===== src/rtl/processador_pio_seq.sv =====
// Pattern sequencer for the processador 3-bit output PIO.
// A config slave holds the patterns, dwell and length; a master strobes the patterns into the PIO.
module processador_pio_seq #(
  parameter int unsigned DWELL_W = 16
) (
  input  logic               clk,
  input  logic               reset_n,
  input  logic [3:0]         address,
  input  logic               chipselect,
  input  logic               write_n,
  input  logic [31:0]        writedata,
  output logic [31:0]        readdata,
  output logic [1:0]         m_address,
  output logic               m_chipselect,
  output logic               m_write_n,
  output logic [31:0]        m_writedata,
  output logic               irq
);

  localparam int unsigned DATA_W = 32;
  localparam int unsigned PAT_W  = 3;
  localparam int unsigned IDX_W  = 3;
  localparam int unsigned N_PAT  = 8;

  typedef enum logic [1:0] {S_IDLE, S_STROBE, S_WAIT} state_t;

  state_t             r_state;
  logic               r_run;
  logic               r_loop;
  logic               r_ie;
  logic               r_done;
  logic               r_irq;
  logic [IDX_W-1:0]   r_index;
  logic [DWELL_W-1:0] r_dwell;
  logic [DWELL_W-1:0] r_cnt;
  logic [IDX_W-1:0]   r_length;
  logic [PAT_W-1:0]   r_pat [N_PAT];
  logic               r_m_cs;
  logic               r_m_wr_n;
  logic [PAT_W-1:0]   r_m_pat;

  logic               w_wr;
  logic               w_ctrl_wr;
  logic               w_stat_wr;
  logic               w_busy;
  logic               w_start;
  logic               w_abort;
  logic               w_adv;
  logic [IDX_W-1:0]   w_last;
  logic               w_more;
  logic               w_finish;
  logic [IDX_W-1:0]   w_next_idx;
  logic               w_run_nxt;
  logic               w_ie_nxt;
  logic               w_done_nxt;
  logic               w_unused;

  // Slave decode and the outcome of an advance; LENGTH 0 wraps to a last index of 7.
  always_comb begin
    w_wr       = chipselect & ~write_n;
    w_ctrl_wr  = w_wr && (address == 4'd0);
    w_stat_wr  = w_wr && (address == 4'd1);
    w_busy     = (r_state != S_IDLE);
    w_start    = w_ctrl_wr & writedata[0] & ~w_busy;
    w_abort    = w_ctrl_wr & ~writedata[0] & w_busy;
    w_adv      = ~w_abort &
                 (((r_state == S_STROBE) && (r_dwell == '0)) ||
                  ((r_state == S_WAIT) && (r_cnt == DWELL_W'(1))));
    w_last     = r_length - 3'd1;
    w_more     = (r_index < w_last);
    w_finish   = w_adv & ~w_more & ~r_loop;
    w_next_idx = w_more ? (r_index + 3'd1) : '0;
    w_run_nxt  = w_finish ? 1'b0 : (w_ctrl_wr ? writedata[0] : r_run);
    w_ie_nxt   = w_ctrl_wr ? writedata[2] : r_ie;
    if (w_finish)
      w_done_nxt = 1'b1;
    else if (w_start || (w_stat_wr && writedata[1]))
      w_done_nxt = 1'b0;
    else
      w_done_nxt = r_done;
    w_unused   = ^writedata[DATA_W-1:DWELL_W];
  end

  always_ff @(posedge clk or negedge reset_n) begin
    if (!reset_n) begin
      r_state  <= S_IDLE;
      r_run    <= 1'b0;
      r_loop   <= 1'b0;
      r_ie     <= 1'b0;
      r_done   <= 1'b0;
      r_irq    <= 1'b0;
      r_index  <= '0;
      r_dwell  <= '0;
      r_cnt    <= '0;
      r_length <= '0;
      for (int i = 0; i < N_PAT; i++) r_pat[i] <= '0;
      r_m_cs   <= 1'b0;
      r_m_wr_n <= 1'b1;
      r_m_pat  <= '0;
    end else begin
      r_run  <= w_run_nxt;
      r_loop <= w_ctrl_wr ? writedata[1] : r_loop;
      r_ie   <= w_ie_nxt;
      r_done <= w_done_nxt;
      r_irq  <= w_done_nxt & w_ie_nxt;
      if (w_wr && (address == 4'd2)) r_dwell <= writedata[DWELL_W-1:0];
      if (w_wr && (address == 4'd3)) r_length <= writedata[IDX_W-1:0];
      if (w_wr && address[3]) r_pat[address[2:0]] <= writedata[PAT_W-1:0];

      r_m_cs   <= 1'b0;
      r_m_wr_n <= 1'b1;
      r_m_pat  <= '0;
      case (r_state)
        S_IDLE: begin
          r_index <= '0;
          if (w_start) begin
            r_state  <= S_STROBE;
            r_m_cs   <= 1'b1;
            r_m_wr_n <= 1'b0;
            r_m_pat  <= r_pat[0];
          end
        end
        S_STROBE, S_WAIT: begin
          if (w_abort) begin
            r_state <= S_IDLE;
            r_index <= '0;
          end else if (w_adv) begin
            if (w_finish) begin
              r_state <= S_IDLE;
              r_index <= '0;
            end else begin
              r_state  <= S_STROBE;
              r_index  <= w_next_idx;
              r_m_cs   <= 1'b1;
              r_m_wr_n <= 1'b0;
              r_m_pat  <= r_pat[w_next_idx];
            end
          end else if (r_state == S_STROBE) begin
            r_cnt   <= r_dwell;
            r_state <= S_WAIT;
          end else begin
            r_cnt <= r_cnt - DWELL_W'(1);
          end
        end
        default: r_state <= S_IDLE;
      endcase
    end
  end

  // Config readback is combinational from the address.
  always_comb begin
    readdata = '0;
    if (address[3]) begin
      readdata = {29'b0, r_pat[address[2:0]]};
    end else begin
      case (address)
        4'd0:    readdata = {29'b0, r_ie, r_loop, r_run};
        4'd1:    readdata = {25'b0, r_index, 2'b0, r_done, w_busy};
        4'd2:    readdata = 32'(r_dwell);
        4'd3:    readdata = {29'b0, r_length};
        default: readdata = '0;
      endcase
    end
  end

  assign m_address    = 2'b00;
  assign m_chipselect = r_m_cs;
  assign m_write_n    = r_m_wr_n;
  assign m_writedata  = {29'b0, r_m_pat};
  assign irq          = r_irq;

endmodule


===== config.mk =====
export PLATFORM = sky130hd
export DESIGN_NAME = processador_pio_seq
export DESIGN_NICKNAME = d
export VERILOG_FILES = /design/src/rtl/processador_pio_seq.sv
export SDC_FILE = /design/constraint.sdc
export NUM_CORES = 1
export LEC_CHECK = 0
export ABC_AREA = 1
export CORE_MARGIN = 10
export CORE_UTILIZATION = 50
export CTS_CLUSTER_DIAMETER = 60
export DETAILED_ROUTE_END_ITERATION = 6
export PLACE_DENSITY = 0.89
export SYNTH_ARGS = -nofsm -noshare
export SYNTH_HDL_FRONTEND = slang
export SYNTH_SLANG_ARGS = --single-unit

===== constraint.sdc =====
create_clock -name clk -period 3.8 [get_ports clk]
set_input_delay 0.76 -clock clk [delete_from_list [all_inputs] [get_ports clk]]
set_output_delay 0.76 -clock clk [all_outputs]
set_load 0.02 [all_outputs]

==> run_results.csv, run 1 <==
group,metric,value,unit
status,status,"finished, final reports clean",
drt,ant_nets,0,
drt,first_pass_iters,5,
yosys,synth_async_sr_flop_share,100,%
clock_network,htreeDepth,3,
yosys,yosysSeqAreaShare,39.8,%
pwr,seqPwrFrac,34.1,%
yosys,avgSynthCellArea,7.38,um2
place,detailed_place_hpwl,9430,um
place,port_buffers,45,
yosys,synth-seq-cells,74,
timing,fmax,0.278,GHz
setup_path,critPathSlowestCell,"clkdlybuf4s50_1",
yosys,synthFlopType,"dfrtp_1",
yosys,synth_top_family_by_area,"simple AND/OR/NAND/NOR gates",
drt,vias,4436,
setup_path,path_depth,9,
clock_network,cts_sinks,74,
drt,dr.first_iter.drc_count,519,
global_routing,grt_usage,18.9,%
finish,area_growth,13.8,%
setup_path,cpMostUsedCell,"clkdlybuf4s50_1",
yosys,synth_mux_area_share,0,%
drt,route.detailed.drc,0,
floorplanning,die_x,116,um
yosys,synth_warnings,0,
global_routing,antenna_found_initial,0,
yosys,yosysTopAreaCell,"dfrtp_1",
finish,regArea,1850,um2
global_routing,grt.overflow.total,0,
place,place_ws,0.192,ns
yosys,synth_xor_area_share,0.376,%
drt,wl_per_cell,15.9,um
finish,multiInputGateArea,2230,um2
yosys,synth_cells,631,
setup_path,worstSetupStartpointType,"primary input",
yosys,synth_compound_area_share,15.2,%
setup_path,reg2reg_setup_slack,0.89,ns
pwr,switching_share,43.2,%
timing,tightest_slew,0.681,ns
floorplanning,core_area,9150,um2
clock_network,root_buffer,"clkbuf_8",
setup_path,crit_chain,"clkdlybuf4s50_1, inv_2, nand3_1, nor2_2, inv_1, o21ai_0, a221oi_1, nand2_1, clkdlybuf4s50_1",
timing,post-route-period-util,94.8,%
setup_path,crit_buf_inv,4,
place,gp_congestion,0.961,
drt,vias_per_cell,5.59,
setup_path,r2r_start,"r_length[0]$_DFFE_PN0P_",
clock_network,cts_made_buffers,9,
timing,min_period,3.60,ns
finish,n_fill_cell,775,
timing,fin_worst_skew,0.0124,ns
global_routing,grt_pass1_wl,20500,um
drt,wirelength,12700,um
floorplanning,start_util,50.9,%
finish,num-nets-final,729,
yosys,ys_types,42,
floorplanning,die_area,13600,um2
yosys,synth_edf_count,0,
floorplanning,rows,35,
clock_network,clk_pin_slew,0.08,ns
setup_path,cp_top_family,"buffers and inverters",
hold_path,hold_class,"in -> async",
timing,maxSlewViolCount,0,
pwr,p_leak,2.60,nW
timing,worst_slack,0.197,ns
setup_path,crit_type,"in -> out",
pwr,ir_drop,0.317,mV
setup_path,cp_max_fo,5,
timing,setup_tns,0,ns
yosys,ys_top_cells_by_area,"dfrtp_1, nand2_1, buf_4",
setup_path,slowest_delay,0.62,ns
global_routing,grt_pass1_vias,4252,
yosys,synthAdderAreaFrac,2.96,%
pwr,internal-power,0.00199,W
setup_path,arrival,2.84,ns
pwr,power_density,663,nW/um2
clock_network,holdBufCountCts,0,
finish,num_antenna_cells,0,
yosys,synth_top_area_share,39.2,%
floorplanning,num_io_pins,109,
pwr,comb_power_share,42.6,%
setup_path,rr_worst_depth,12,
setup_path,end_kind,"primary output",
setup_path,worstPathRequired,3.04,ns
pwr,power_frac_clock,23.4,%
pwr,switching_power,0.00152,W
job,cap_viol_max_count,0,
yosys,post_synth_instance_area,4660,um2
clock_network,insertion_delay,0.36,ns
timing,finalSetupViolCount,0,
timing,relSlewSlack,54.6,%
setup_path,worstSetupEndpoint,"readdata[0]",
floorplanning,die_h,116,um
clock_network,ctsLongestPathBuffers,2,
yosys,synthSimpleGateAreaFrac,25.6,%
clock_network,cts_tree,"built",
timing,rsz0062_at_grt,"no",
timing,hold_violations,0,
setup_path,reg2reg_to,"r_m_pat[1]$_DFF_PN0_",
finish,drive_gt1_share,7.17,%
global_routing,grt_max_degree,33,
setup_path,critPathLaunch,"address[2]",
how the worst min path moves through the flow:
stage | start | to | slack, ns | depth (start not counted)
2_1_floorplan | r_dwell[1]$_DFFE_PN0P_ | r_dwell[1]$_DFFE_PN0P_ | 0.45 | 2
3_3_place_gp | r_length[1]$_DFFE_PN0P_ | r_length[1]$_DFFE_PN0P_ | 0.47 | 2
3_5_place_dp | r_length[1]$_DFFE_PN0P_ | r_length[1]$_DFFE_PN0P_ | 0.48 | 2
4_1_cts | reset_n | r_done$_DFF_PN0_ | 0.45 | 1
5_1_grt | reset_n | r_dwell[10]$_DFFE_PN0P_ | 0.46 | 1
6_report | reset_n | r_dwell[11]$_DFFE_PN0P_ | 0.43 | 1
final cells by class:
cell class | instances | area share, %
Multi-Input combinational cell | 457 | 42.1
Sequential cell | 74 | 35.0
Timing Repair Buffer | 51 | 9.25
Inverter | 85 | 6.02
Tap cell | 111 | 2.62
Clock inverter | 6 | 2.60
Clock buffer | 10 | 2.41
power groups by stage:
stage	registers, W	clock network [W]	logic [W]
3_3_place_gp	0.00119	0	0.00138
4_1_cts	0.00119	0.000823	0.00147
6_report	0.00120	0.000821	0.00150
5_1_grt	0.00122	0.000862	0.00168
2_1_floorplan	0.00115	0	0.00119
3_5_place_dp	0.00120	0	0.00145
logic make-up after synthesis:
group	after synthesis
other	1
AND/OR/NAND/NOR	272
AO/OA/AOI/OAI	125
flip-flops	74
adder cells (fa/ha/maj)	11
XOR/XNOR	2
buffers and inverters	146
repair_timing:
action | in CTS | in global routing
resized for setup | 0 | 1
endpoints found under the setup margin | 0 | 1
setup buffers | 0 | 0
registers in the layout, indices dropped and copies added (netlist names), 2 cells and up:
| register | flops |
|---|---|
| r_cnt | 16 |
| r_dwell | 16 |
| r_index | 3 |
| r_length | 3 |
| r_m_pat | 3 |
| r_pat | 24 |
| r_state | 2 |
cell usage after synthesis (3+ instances only):
cell type and number:
nand3_1 38, nand2_2 3, a21oi_2 4, a221oi_1 4
nor2_2 3, nand2_1 135, nand4_1 16, nor3_1 4
dfrtp_1 73, buf_4 48, o22ai_1 9, clkbuf_1 5
o21ai_0 48, nor2_1 64, inv_1 78, o21ai_1 16
buf_2 7, nor2_4 3, a21oi_1 30, ha_1 11
inv_2 7
stage by stage:
| step | util, % | total power (W) | instances | cell area (um2) | hold slack (ns) |
|---|---|---|---|---|---|
| finish | 57.9 | 0.00351 | 794 | 5300 | 0.426 |
| global route | 57.9 | 0.00377 | 794 | 5300 | 0.460 |
| CTS | 57.9 | 0.00348 | 794 | 5300 | 0.448 |
| detailed placement | 55.0 | 0.00264 | 778 | 5030 | 0.475 |
| global placement | 55.0 | 0.00256 | 778 | 5030 | 0.471 |
| floorplan | - | 0.00233 | 677 | 4830 | 0.453 |
per-layer routing:
layer	wire length, um	vias to the layer above	GRT usage, %	share of wire [%]
met5	0	-	0	0
met4	293	0	7.09	2.3
met3	1350	34	5.44	11
met2	5890	292	29.6	47
met1	5120	2042	24.2	40
li1	-	2068	-	-
layout by cell type (no fill, tap or decap), drive strengths merged:
| cell | synthesis | final |
|---|---|---|
| o211ai | 2 | 2 |
| dfrtp | 73 | 73 |
| clkinv | 0 | 1 |
| o311ai | 1 | 1 |
| nand2 | 138 | 138 |
| dfstp | 1 | 1 |
| clkdlybuf4s50 | 0 | 44 |
| a21oi | 34 | 34 |
| nor2 | 70 | 70 |
| a31oi | 1 | 1 |
| o31ai | 1 | 1 |
| nand3 | 39 | 39 |
| nand3b | 1 | 1 |
| inv | 85 | 86 |
| conb | 1 | 47 |
| xnor2 | 1 | 1 |
| nor3 | 5 | 5 |
| a211oi | 1 | 1 |
| o21ai | 65 | 65 |
| ha | 11 | 11 |
| a22oi | 2 | 2 |
| o2bb2ai | 2 | 2 |
| buf | 56 | 7 |
| o2111ai | 2 | 2 |
| o22a | 1 | 1 |
| xor2 | 1 | 1 |
| bufinv | 0 | 4 |
| clkbuf | 5 | 10 |
| or2 | 2 | 2 |
| o22ai | 9 | 9 |
| nand4 | 17 | 17 |
| a221oi | 4 | 4 |
(Power assumes the default switching activity.)
==> inputs of run 2 (changes only) <==
--- a/config.mk
+++ b/config.mk
@@ -11,6 +11,8 @@
 export CTS_CLUSTER_DIAMETER = 60
 export DETAILED_ROUTE_END_ITERATION = 6
 export PLACE_DENSITY = 0.89
+export REMOVE_ABC_BUFFERS = 1
+export SLEW_MARGIN = 20
 export SYNTH_ARGS = -nofsm -noshare
 export SYNTH_HDL_FRONTEND = slang
 export SYNTH_SLANG_ARGS = --single-unit
==> run 2 against run 1 <==
Net effect: routed wire length is 0.19% lower; combinational power about the same; via count is 1.5% lower; critical endpoint is now readdata[1]; highest routed layer unchanged.
==> run_results.csv, run 2 (synthesized netlist as in run 1, its figures left out) <==
group,metric,value,unit
clock_network,ctsLongestPathBuffers,2,
timing,min_period,3.66,ns
finish,final_common_cell,"nand2_1",
pwr,power_density,633,nW/um2
clock_network,cts_sinks,74,
floorplanning,num_io_pins,109,
drt,ant_nets,0,
clock_network,htreeDepth,3,
finish,fin_cells,795,
global_routing,grt_pass1_wl,20400,um
setup_path,cp_max_fo,5,
setup_path,crit_type,"in -> out",
setup_path,worstPathRequired,3.04,ns
floorplanning,start_util,50.9,%
finish,drive_gt1_share,7.31,%
finish,area_growth,12.5,%
floorplanning,rows,35,
status,status,"finished, final reports clean",
global_routing,antenna_found_initial,0,
finish,multiInputGateArea,2230,um2
clock_network,clk_pin_slew,0.09,ns
place,dp_cells,779,
global_routing,grt.overflow.total,0,
drt,wl_per_cell,15.9,um
finish,num-nets-final,730,
job,cap_viol_max_count,0,
finish,final_cell_mix,"nand2_1, inv_1, dfrtp_1, nor2_1, o21ai_0",
timing,setup_tns,0,ns
timing,rsz0062_at_grt,"no",
finish,largest_register,"r_pat",
global_routing,grt_max_degree,31,
setup_path,worstSetupStartpointType,"primary input",
finish,num_antenna_cells,0,
setup_path,end_kind,"primary output",
drt,vias,4370,
drt,first_pass_iters,6,
timing,finalSetupViolCount,0,
drt,dr.first_iter.drc_count,260,
global_routing,grt_usage,19.0,%
setup_path,arrival,2.90,ns
floorplanning,die_x,116,um
timing,fmax,0.273,GHz
pwr,ir_drop,0.251,mV
floorplanning,die_h,116,um
finish,reg_top3,"r_pat x24, r_cnt x16, r_dwell x16",
clock_network,cts_made_buffers,9,
finish,regArea,1850,um2
place,detailed_place_hpwl,9610,um
timing,post-route-period-util,96.3,%
drt,route.detailed.drc,0,
pwr,power,0.00331,W
floorplanning,die_area,13600,um2
floorplanning,core_area,9150,um2
place,gp_congestion,0.942,
timing,fin_worst_skew,0.0148,ns
finish,largest_register_ffs,24,
timing,hold_violations,0,
finish,n_fill_cell,831,
clock_network,root_buffer,"clkbuf_8",
place,port_buffers,45,
global_routing,grt_pass1_vias,4257,
hold_path,hold_class,"in -> async",
pwr,p_leak,2.57,nW
timing,tightest_slew,0.626,ns
drt,vias_per_cell,5.50,
timing,relSlewSlack,58.2,%
clock_network,cts_tree,"built",
drt,wirelength,12600,um
clock_network,insertion_delay,0.37,ns
timing,maxSlewViolCount,0,
## run 2: cell types whose count changed in the layout (fill, tap and decap cells not counted)
cell / delta
clkinv_4: +1
inv_6: -1
buf_4: +1
bufinv_16: -3
clkinvlp_4: +2
clkinv_2: +1
## run 2: where the power goes
part	switching, W	total, W	internal (W)
Clock	0.000320	0.000625	0.000304
Sequential	0.000195	0.00120	0.00100
Combinational	0.000995	0.00149	0.000495
## run 2: worst max-delay path, cell delays in order
cell	delay (ns)
clkdlybuf4s50_1	0.57
inv_2	0.09
nand3_1	0.14
inv_1	0.12
nand2_1	0.10
o22ai_1	0.07
a221oi_1	0.39
nand2_1	0.10
clkdlybuf4s50_1	0.55
## run 2: metrics by stage
stage               worst slack [ns]  hold slack [ns]  instance area, um2  util [%]
finish                         0.140            0.379                5240      57.2
detailed placement             0.150            0.477                5040      55.1
CTS                            0.132            0.383                5240      57.2
floorplan                       1.24            0.453                4400         -
global placement               0.197            0.472                5040      55.1
global route                  0.0242            0.423                5240      57.2
## run 2: area by class of cell
type	instances	area share (%)
multi-input combinational	457	42.6
sequential	74	35.4
timing repair buffer	52	9.51
inverter	85	6.09
tap	111	2.65
clock buffer	10	2.44
clock inverter	6	1.29
## run 2: repair_timing
action                     CTS  global route
hold buffers                 0             0
setup buffers                0             0
gates resized for setup      0             1
setup endpoints to repair    0             1
## run 2: path summary, 6_finish.rpt
check | from | end | slack, ns | cells past startpoint
max | address[2] | readdata[1] | 0.14 | 9
min | reset_n | r_cnt[10]$_DFFE_PN0P_ | 0.38 | 1
max reg2reg | r_length[0]$_DFFE_PN0P_ | r_m_pat[0]$_DFF_PN0_ | 1.09 | 14
min reg2reg | r_dwell[1]$_DFFE_PN0P_ | r_dwell[1]$_DFFE_PN0P_ | 0.50 | 2
max in group asynchronous | reset_n | m_write_n$_DFF_PN1_ | 2.58 | 2
min in group clk | r_dwell[1]$_DFFE_PN0P_ | r_dwell[1]$_DFFE_PN0P_ | 0.50 | 2
## run 2: per-layer routing
layer  part of all wire, %  vias to the layer above  track usage, %
met4                   3.0                        0            10.0
met1                    41                     2073            23.0
met5                     0                        -               0
met3                   6.7                       36            3.34
li1                      -                     2063               -
met2                    49                      198            31.5
==> inputs of run 3 (changes only) <==
==> constraint.sdc (replaced) <==
create_clock -name clk -period 3.8 [get_ports clk]
set_input_delay 0.95 -clock clk [delete_from_list [all_inputs] [get_ports clk]]
set_output_delay 0.95 -clock clk [all_outputs]
set_load 0.02 [all_outputs]
==> run 3 against run 2 <==
Net effect: core utilization increased by 1.6 points; global-route usage decreased by 0.38 points; highest routed layer unchanged; sequential share of layout area decreased by 0.94 points; die area unchanged; sequential power about the same; worst setup slack got worse by 0.079 ns; fmax decreased by 2.1%; power increased by 0.69%; routed wire length increased by 1.0%; critical path depth decreased by 3; worst hold slack improved by 0.12 ns; final area increased by 2.7%.
==> run_results.csv, run 3 (synthesized netlist as in run 1, its figures left out) <==
group,metric,value,unit
status,status,"finished, final reports clean",
setup_path,crit_buf_inv,4,
drt,first_pass_iters,5,
pwr,p_leak,2.76,nW
drt,dr.first_iter.drc_count,357,
timing,min_period,3.74,ns
floorplanning,num_io_pins,109,
drt,route.detailed.drc,0,
clock_network,cts_sinks,74,
setup_path,arrival,2.79,ns
timing,maxSlewViolCount,0,
timing,fin_worst_skew,0.00827,ns
finish,largest_register,"r_pat",
setup_path,cp_top_family,"buffers and inverters",
finish,num-nets-final,744,
setup_path,cpMostUsedCell,"clkdlybuf4s50_1",
setup_path,crit_chain,"clkdlybuf4s50_1, inv_2, nand4_1, buf_4, nor2_1, clkdlybuf4s50_1",
place,detailed_place_hpwl,9690,um
finish,fin_cells,809,
pwr,power_density,620,nW/um2
timing,post-route-period-util,98.4,%
finish,design_area,5380,um2
place,place_area,5160,um2
clock_network,clk_pin_slew,0.08,ns
timing,tightest_slew,0.936,ns
global_routing,grt_pass1_vias,4247,
timing,setup_tns,0,ns
timing,rsz0062_at_grt,"no",
clock_network,root_buffer,"clkbuf_8",
global_routing,grt_pass1_wl,20200,um
floorplanning,start_util,50.9,%
place,gp_congestion,0.912,
global_routing,antenna_found_initial,0,
drt,wirelength,12800,um
job,cap_viol_max_count,0,
floorplanning,core_area,9150,um2
finish,num_antenna_cells,0,
timing,finalSetupViolCount,0,
global_routing,grt_usage,18.6,%
floorplanning,die_area,13600,um2
finish,largest_register_ffs,24,
setup_path,slowest_delay,0.62,ns
floorplanning,rows,35,
setup_path,end_kind,"primary output",
finish,drive_gt1_share,9.60,%
finish,final_cell_mix,"nand2_1, inv_1, dfrtp_1, nor2_1, o21ai_0",
clock_network,cts_tree,"built",
global_routing,grt.overflow.total,0,
timing,relSlewSlack,37.6,%
place,port_buffers,45,
clock_network,cts_made_buffers,9,
drt,vias_per_cell,5.48,
floorplanning,die_h,116,um
finish,final_common_cell,"nand2_1",
clock_network,holdBufCountCts,0,
finish,n_fill_cell,812,
hold_path,hold_class,"reg -> reg",
drt,wl_per_cell,15.8,um
global_routing,grt_max_degree,75,
setup_path,worstSetupStartpointType,"primary input",
setup_path,critPathSlowestCell,"clkdlybuf4s50_1",
setup_path,crit_type,"in -> out",
finish,area_growth,15.6,%
setup_path,worstPathRequired,2.85,ns
place,dp_cells,793,
pwr,ir_drop,0.236,mV
drt,ant_nets,0,
setup_path,cp_max_fo,8,
drt,vias,4437,
timing,fmax,0.267,GHz
clock_network,htreeDepth,3,
finish,reg_top3,"r_pat x24, r_cnt x16, r_dwell x16",
floorplanning,die_x,116,um
clock_network,insertion_delay,0.36,ns
timing,hold_violations,0,
clock_network,ctsLongestPathBuffers,2,
## run 3: worst min-delay path: cells and delay by family, from the launching register on
kind               cells  cell delay (ns)
and+or+nand+nor        1             0.05
DFF                    1             0.34
AOI/OAI and AO/OA      1             0.06
## run 3: cell type report
class	instances	area, um2	share of cell area, %
Inverter	85	319	5.93
Clock inverter	7	77.6	1.44
Tap cell	111	139	2.58
Timing Repair Buffer	66	622	11.6
Clock buffer	9	124	2.30
Multi-Input combinational cell	457	2250	41.7
Sequential cell	74	1850	34.4
## run 3: through the flow
step	hold WS [ns]	util, %	worst slack [ns]	total power (W)
5_1_grt	0.533	58.8	0.00471	0.00357
6_report	0.494	58.8	0.0609	0.00334
3_3_place_gp	0.469	56.4	-0.114	0.00258
2_1_floorplan	0.453	-	0.860	0.00224
4_1_cts	0.498	58.5	0.0388	0.00331
3_5_place_dp	0.477	56.4	-0.133	0.00267
## run 3: where the power goes
group,switching (W),internal [W],leakage [nW]
sequential,0.000195,0.00100,0.877
clock,0.000327,0.000307,0.0998
combinational,0.00101,0.000496,1.78
## run 3: routing by layer
layer / global-route usage (%) / wire length, um
met2: 31.9 / 6360
met1: 21.9 / 4990
met4: 7.59 / 381
met5: 0 / 0
met3: 4.31 / 1030
## run 3: repair_timing
item | 4_1_cts | 5_1_grt
endpoints found under the setup margin | 5 | 10
setup buffers | 0 | 0
pin swaps | 0 | 1
gates resized for setup | 5 | 8
## run 3: final timing paths
kind	startpoint	end	slack [ns]	cells past startpoint
worst max register to register	r_length[0]$_DFFE_PN0P_	r_m_pat[0]$_DFF_PN0_	0.98	12
worst min register to register	r_length[1]$_DFFE_PN0P_	r_length[1]$_DFFE_PN0P_	0.49	2
worst max-delay path	address[3]	readdata[11]	0.06	6
min in group asynchronous	reset_n	r_cnt[8]$_DFFE_PN0P_	0.80	2
max in group asynchronous	reset_n	m_chipselect$_DFF_PN0_	2.38	2
worst min-delay path	r_length[1]$_DFFE_PN0P_	r_length[1]$_DFFE_PN0P_	0.49	2
